## src/rtl/chroma8x8_intra_modesel.sv

```systemverilog
// Chroma 8x8 intra mode selection: evaluates DC, Horizontal and Vertical
// prediction by row-serial SAD and returns the best mode, SAD and prediction.
module chroma8x8_intra_modesel #(
    parameter int unsigned SAD_W = 14
) (
    input  logic             clk,
    input  logic             reset,
    input  logic             start,
    input  logic             top_avail,
    input  logic             left_avail,
    input  logic [511:0]     mb_in,
    input  logic [63:0]      top_in,
    input  logic [63:0]      left_in,
    output logic             busy,
    output logic             valid,
    output logic [1:0]       best_mode,
    output logic [SAD_W-1:0] best_sad,
    output logic [511:0]     pred_out
);

    typedef enum logic [1:0] {S_IDLE, S_EVAL, S_DONE} state_t;

    state_t           state_q;
    logic [511:0]     mb_q;
    logic [63:0]      top_q, left_q;
    logic             top_av_q, left_av_q;
    logic [1:0]       mode_q, bm_q;
    logic [2:0]       row_q;
    logic [SAD_W-1:0] acc_q, best_q;
    logic             busy_q, valid_q;
    logic [1:0]       best_mode_q;
    logic [SAD_W-1:0] best_sad_q;
    logic [511:0]     pred_out_q;

    logic [9:0]       st0, st1, sl0, sl1;
    logic [9:0]       h_st0, h_st1, h_sl0, h_sl1;
    logic [10:0]      both0, both1;
    logic [7:0]       dc00, dc10, dc01, dc11;
    logic [1:0]       sel_mode;
    logic [511:0]     pred_blk;
    logic [63:0]      mb_row, pred_row;
    logic [7:0]       pa, pp, diff;
    logic [10:0]      row_sum;
    logic [SAD_W-1:0] sad_d;
    logic             mode_avail;

    // DC quadrant values; dcXY is quadrant (qx = X, qy = Y)
    always_comb begin
        st0 = '0;
        st1 = '0;
        sl0 = '0;
        sl1 = '0;
        for (int unsigned i = 0; i < 4; i++) begin
            st0 = st0 + {2'b00, top_q[8*i +: 8]};
            st1 = st1 + {2'b00, top_q[8*(i+4) +: 8]};
            sl0 = sl0 + {2'b00, left_q[8*i +: 8]};
            sl1 = sl1 + {2'b00, left_q[8*(i+4) +: 8]};
        end
        h_st0 = st0 + 10'd2;
        h_st1 = st1 + 10'd2;
        h_sl0 = sl0 + 10'd2;
        h_sl1 = sl1 + 10'd2;
        both0 = {1'b0, st0} + {1'b0, sl0} + 11'd4;
        both1 = {1'b0, st1} + {1'b0, sl1} + 11'd4;

        if (top_av_q && left_av_q) begin
            dc00 = both0[10:3];
            dc11 = both1[10:3];
        end else if (top_av_q) begin
            dc00 = h_st0[9:2];
            dc11 = h_st1[9:2];
        end else if (left_av_q) begin
            dc00 = h_sl0[9:2];
            dc11 = h_sl1[9:2];
        end else begin
            dc00 = 8'd128;
            dc11 = 8'd128;
        end

        if (top_av_q)       dc10 = h_st1[9:2];
        else if (left_av_q) dc10 = h_sl0[9:2];
        else                dc10 = 8'd128;

        if (left_av_q)      dc01 = h_sl1[9:2];
        else if (top_av_q)  dc01 = h_st0[9:2];
        else                dc01 = 8'd128;
    end

    // One prediction generator serves both the EVAL rows and the DONE output
    always_comb begin
        sel_mode = (state_q == S_DONE) ? bm_q : mode_q;
        pred_blk = '0;
        for (int unsigned r = 0; r < 8; r++) begin
            for (int unsigned c = 0; c < 8; c++) begin
                case (sel_mode)
                    2'd1:    pred_blk[64*r + 8*c +: 8] = left_q[8*r +: 8];
                    2'd2:    pred_blk[64*r + 8*c +: 8] = top_q[8*c +: 8];
                    default: begin
                        if (r < 4) pred_blk[64*r + 8*c +: 8] = (c < 4) ? dc00 : dc10;
                        else       pred_blk[64*r + 8*c +: 8] = (c < 4) ? dc01 : dc11;
                    end
                endcase
            end
        end
    end

    always_comb begin
        mb_row   = mb_q[{row_q, 6'd0} +: 64];
        pred_row = pred_blk[{row_q, 6'd0} +: 64];
        row_sum  = '0;
        pa       = '0;
        pp       = '0;
        diff     = '0;
        for (int unsigned c = 0; c < 8; c++) begin
            pa      = mb_row[8*c +: 8];
            pp      = pred_row[8*c +: 8];
            diff    = (pa > pp) ? (pa - pp) : (pp - pa);
            row_sum = row_sum + {3'b000, diff};
        end
        sad_d = acc_q + {{(SAD_W-11){1'b0}}, row_sum};
        case (mode_q)
            2'd1:    mode_avail = left_av_q;
            2'd2:    mode_avail = top_av_q;
            default: mode_avail = 1'b1;
        endcase
    end

    always_ff @(posedge clk or posedge reset) begin
        if (reset) begin
            state_q     <= S_IDLE;
            mb_q        <= '0;
            top_q       <= '0;
            left_q      <= '0;
            top_av_q    <= 1'b0;
            left_av_q   <= 1'b0;
            mode_q      <= '0;
            row_q       <= '0;
            bm_q        <= '0;
            acc_q       <= '0;
            best_q      <= '0;
            busy_q      <= 1'b0;
            valid_q     <= 1'b0;
            best_mode_q <= '0;
            best_sad_q  <= '0;
            pred_out_q  <= '0;
        end else begin
            valid_q <= 1'b0;
            case (state_q)
                S_IDLE: begin
                    if (start) begin
                        mb_q      <= mb_in;
                        top_q     <= top_in;
                        left_q    <= left_in;
                        top_av_q  <= top_avail;
                        left_av_q <= left_avail;
                        acc_q     <= '0;
                        best_q    <= '1;
                        bm_q      <= '0;
                        mode_q    <= '0;
                        row_q     <= '0;
                        busy_q    <= 1'b1;
                        state_q   <= S_EVAL;
                    end
                end
                S_EVAL: begin
                    row_q <= row_q + 3'd1;
                    if (row_q == 3'd7) begin
                        acc_q <= '0;
                        // strict compare keeps the lower mode on a tie
                        if (mode_avail && (sad_d < best_q)) begin
                            best_q <= sad_d;
                            bm_q   <= mode_q;
                        end
                        if (mode_q == 2'd2) state_q <= S_DONE;
                        else                mode_q  <= mode_q + 2'd1;
                    end else begin
                        acc_q <= sad_d;
                    end
                end
                S_DONE: begin
                    pred_out_q  <= pred_blk;
                    best_mode_q <= bm_q;
                    best_sad_q  <= best_q;
                    valid_q     <= 1'b1;
                    busy_q      <= 1'b0;
                    state_q     <= S_IDLE;
                end
                default: state_q <= S_IDLE;
            endcase
        end
    end

    assign busy      = busy_q;
    assign valid     = valid_q;
    assign best_mode = best_mode_q;
    assign best_sad  = best_sad_q;
    assign pred_out  = pred_out_q;

endmodule

```

## config.mk

```make
export PLATFORM = sky130hd
export DESIGN_NAME = chroma8x8_intra_modesel
export DESIGN_NICKNAME = d
export VERILOG_FILES = /design/src/rtl/chroma8x8_intra_modesel.sv
export SDC_FILE = /design/constraint.sdc
export NUM_CORES = 2
export LEC_CHECK = 0
export CAP_MARGIN = 20
export CORE_MARGIN = 2
export CORE_UTILIZATION = 30
export CTS_CLUSTER_DIAMETER = 150
export DETAILED_ROUTE_END_ITERATION = 8
export PLACE_DENSITY = 0.46
export SLEW_MARGIN = 20
export SYNTH_ARGS = -nofsm -noshare
export SYNTH_HDL_FRONTEND = slang
export SYNTH_SLANG_ARGS = --single-unit
```

## constraint.sdc

```tcl
create_clock -name clk -period 126.6 [get_ports clk]
set_input_delay 25.32 -clock clk [delete_from_list [all_inputs] [get_ports clk]]
set_output_delay 25.32 -clock clk [all_outputs]
set_load 0.03 [all_outputs]
```

==> run summary <==
TIMING
------------------------------------------------------------------------------------
Slew Viols, Final                                                                  0
Achievable Freq                                                            33.20 MHz
Final hold violation count                                                         0
Headroom to the max-slew limit                                                17.26%
Final TNS setup                                                                 0 ps
Part of the cycle the worst path needs                                        23.79%
Transition at the pin with the smallest max-transition slack                 1238 ps
Clock skew                                                                  42.30 ps
Setup repair after global routing missed its margin                               no
Final Setup Violations                                                             0
Minimum clock period                                                        30120 ps

FINISH
------------------------------------------------------------------------------------
Number of non-filler instances in the completed layout                         10690
Area used by multi-input combinational logic                               33220 um2
Final net count                                                                 8589
Layout cells sized above 1                                                    14.11%
Synth-to-Final Area Change                                                    29.90%
Total of fill cells in the finished design                                     21880
Register area                                                              30270 um2

DIE
------------------------------------------------------------------------------------
Full die area                                                             225000 um2
Die Span X                                                                  474.3 um
Die outline height                                                          474.3 um
IO Count                                                                        1175
Starting Density                                                              30.20%
Core Region                                                               219700 um2
Site row count                                                                   172

SETUP PATH
------------------------------------------------------------------------------------
Setup Crit Path Kind                                                    input port to asynchronous set/reset pin
Buffers and inverters on the worst path                                            7
Critical-path maximum fanout                                                     126
Endpoint class of the critical path                                     asynchronous set/reset pin
Worst path max stage delay                                                    860 ps
Kind of cell with the highest combined delay on the critical path       buffers and inverters
Crit-path slowest cell                                                  sky130_fd_sc_hd__buf_4
Crit-path cells                                                         clkdlybuf4s50_1, inv_8, buf_4, buf_6, buf_4, buf_4, buf_4
Worst reg-to-reg setup slack                                               111660 ps
Launch instance of the worst register-to-register path                  top_q[1]$_DFFE_PP0P_
Critical Path Start Type                                                  input port
Arr. time, crit path                                                        30900 ps
Cell repeated most along the worst path                                 sky130_fd_sc_hd__buf_4
Register-to-Register Path Depth                                                   48
Endpoint of the most critical register-to-register path                 best_q[7]$_DFFE_PP0P_
Worst endpoint required time                                               127380 ps

YOSYS
------------------------------------------------------------------------------------
Post-synthesis cell type with the largest combined area                 sky130_fd_sc_hd__dfrtp_1
Register bit count reported by yosys                                            1209
Largest family of logic cells by synthesized area                       multiplexers
Number of nets in the synthesized netlist                                       7596
Simple logic cell fraction of the synthesized area                            10.96%
Top post-synthesis cells by area                                        sky130_fd_sc_hd__dfrtp_1 (46%), sky130_fd_sc_hd__mux2_2 (9.3%), sky130_fd_sc_hd__nand2_1 (7.0%)
Number of synthesis warnings                                                       0
Top FF cell, synth                                                      sky130_fd_sc_hd__dfrtp_1
Average cell area after synthesis                                          10.07 um2
Sequential-to-total area share from yosys stat                                45.59%
Most used standard cells in the synthesized netlist                     sky130_fd_sc_hd__nand2_1 (1240), sky130_fd_sc_hd__dfrtp_1 (1209), sky130_fd_sc_hd__o21ai_0 (592), sky130_fd_sc_hd__mux2_2 (550), sky130_fd_sc_hd__a21oi_1 (516)
Xor/xnor share of the synthesized area                                        1.341%
Post-synth design cell area                                                66350 um2
Cells after Synth                                                               6589
Most instantiated library cell after synthesis                          sky130_fd_sc_hd__nand2_1
Number of synthesized flops with an enable pin                                     0
Unique cell type count in the Yosys netlist                                      100
Mux share of post-synthesis cell area                                         14.91%
Adder-cell share of the synthesized area                                      8.353%
Synthesized-area fraction occupied by ao, oa, aoi and oai cells               14.32%
Proportion of netlist area held by the largest area contributor               45.59%
Proportion of synthesized flip-flops having asynchronous set or reset         100.0%

CTS
------------------------------------------------------------------------------------
Post-cts sizing count                                                              0
Clk sink count                                                                  1209
CTS tree                                                                        done
Maximum count of clock buffers along a single path                                 3
Cell at the root of the clock tree                                      sky130_fd_sc_hd__clkbuf_16
Clock insertion delay at the later pin of the skew report                     810 ps
Postcts setup bufs                                                                 0
Number of buffers created by CTS                                                 149
Register clock-pin slew on the reported worst setup and hold paths             60 ps
Hold_buf cts                                                                       0
Count of H-tree levels built during CTS                                            4

HOLD PATH
------------------------------------------------------------------------------------
Worst hold path startpoint                                              pred_out[265]$_DFFE_PP0P_
Class of the most critical hold timing path                             flop to flop
Worst hold path cell count                                                         2
Endpoint of the worst hold-timing path                                  pred_out[265]$_DFFE_PP0P_

PLACED DESIGN
------------------------------------------------------------------------------------
PortBufs                                                                        1174
Routability congestion estimate                                               0.9190
DP HPWL                                                                     249.6 mm
Number of placed instances with taps included                                  10390

GLOBAL ROUTE
------------------------------------------------------------------------------------
Largest net degree at the start of global routing                                253
Vias in the first global route                                                 55000
First-pass GRT wire length                                                  435.6 mm
Total global-route track usage                                                27.62%
Congestion Overflow GR                                                             0
Antenna violations before repair                                                 135

DRT
------------------------------------------------------------------------------------
Highest routed metal layer                                                      met5
Via density per instance                                                       5.182
Routed wire length                                                          317.9 mm
Detailed-router iteration count before antenna repair                              5
Detailed route wirelength on metal2                                         155.8 mm
Detailed-routing wirelength on met1                                         126.8 mm
WL/cell                                                                     29.74 um
Iteration-0 DRC count of the detailed router                                    4538
Detailed-route DRC error count                                                     0
Post-route ant nets                                                                0
Via Count                                                                      55390
Metal3 WL                                                                   23.34 mm

RUN
------------------------------------------------------------------------------------
Number of maximum-capacitance violations                                           0

RUN STATUS
------------------------------------------------------------------------------------
Result of the run                                                          completed

==> flip-flops by register name (all words and copies together), names as in the netlist, 3 cells and up <==
signal    cells
acc_q        14
best_q       14
best_sad     14
left_q       64
mb_q        512
pred_out    512
row_q         3
top_q        64
==> worst max path at each step <==
| stage | from | end | slack, ps | cells after the start |
|---|---|---|---|---|
| after floorplan | reset | acc_q[0]$_DFFE_PP0P_ | 67220 | 1 |
| after global placement | reset | pred_out[506]$_DFFE_PP0P_ | 95310 | 7 |
| after detailed placement | reset | pred_out[298]$_DFFE_PP0P_ | 95260 | 7 |
| after CTS | reset | pred_out[90]$_DFFE_PP0P_ | 96120 | 7 |
| after global routing | reset | pred_out[10]$_DFFE_PP0P_ | 95750 | 7 |
| final | reset | pred_out[338]$_DFFE_PP0P_ | 96480 | 7 |
==> per-layer routing <==
layer	vias up	track usage, %
met5	-	0
met4	124	8.798
met3	527	6.992
met2	2012	47.08
met1	27940	34.02
li1	24790	-
==> cells by family (layout without fill, tap and decap cells) <==
group	after synthesis	count (layout)
compound gates	1606	1606
simple gates	1783	1783
other cells	0	33
xor+xnor	99	99
buf+inv	784	1893
flops	1209	1209
mux	746	746
fa+ha+maj	362	362
==> final cells by class <==
class	instances	share of cell area (%)
Multi-Input combinational cell	4596	38.54
Clock inverter	47	0.7243
Clock buffer	220	5.081
Sequential cell	1209	35.11
Timing Repair Buffer	1255	14.52
Antenna cell	33	0.09580
Inverter	371	1.637
Tap cell	2958	4.294
==> worst min-delay path, delay by kind of cell, from the launching register on <==
family,cells,cell delay (ps)
flip-flops,1,340
AND/OR/NAND/NOR,2,100
==> through the flow <==
step           area [um2]  util (%)  hold WS [ps]  setup slack [ps]
2_1_floorplan       66350         -         448.4             67220
3_3_place_gp        80990     36.86         449.5             95310
3_5_place_dp        81000     36.86         454.5             95260
4_1_cts             86000     39.14         467.2             96120
5_1_grt             86140     39.20         479.5             95750
6_report            86200     39.23         465.5             96480
==> cells in the final DEF (no fill, tap or decap), drive strengths merged, types with 139 or more instances in the layout <==
cell type         n
mux2            550
clkdlybuf4s50  1174
nor2            313
inv             376
o21ai           617
a21oi           518
mux4            139
nand2          1240
dfrtp          1209
clkbuf          220
ha              227
Power is left out: the tool's default activity adds up to more than one toggle a clock period on the data nets, which glitch-free logic cannot reach.
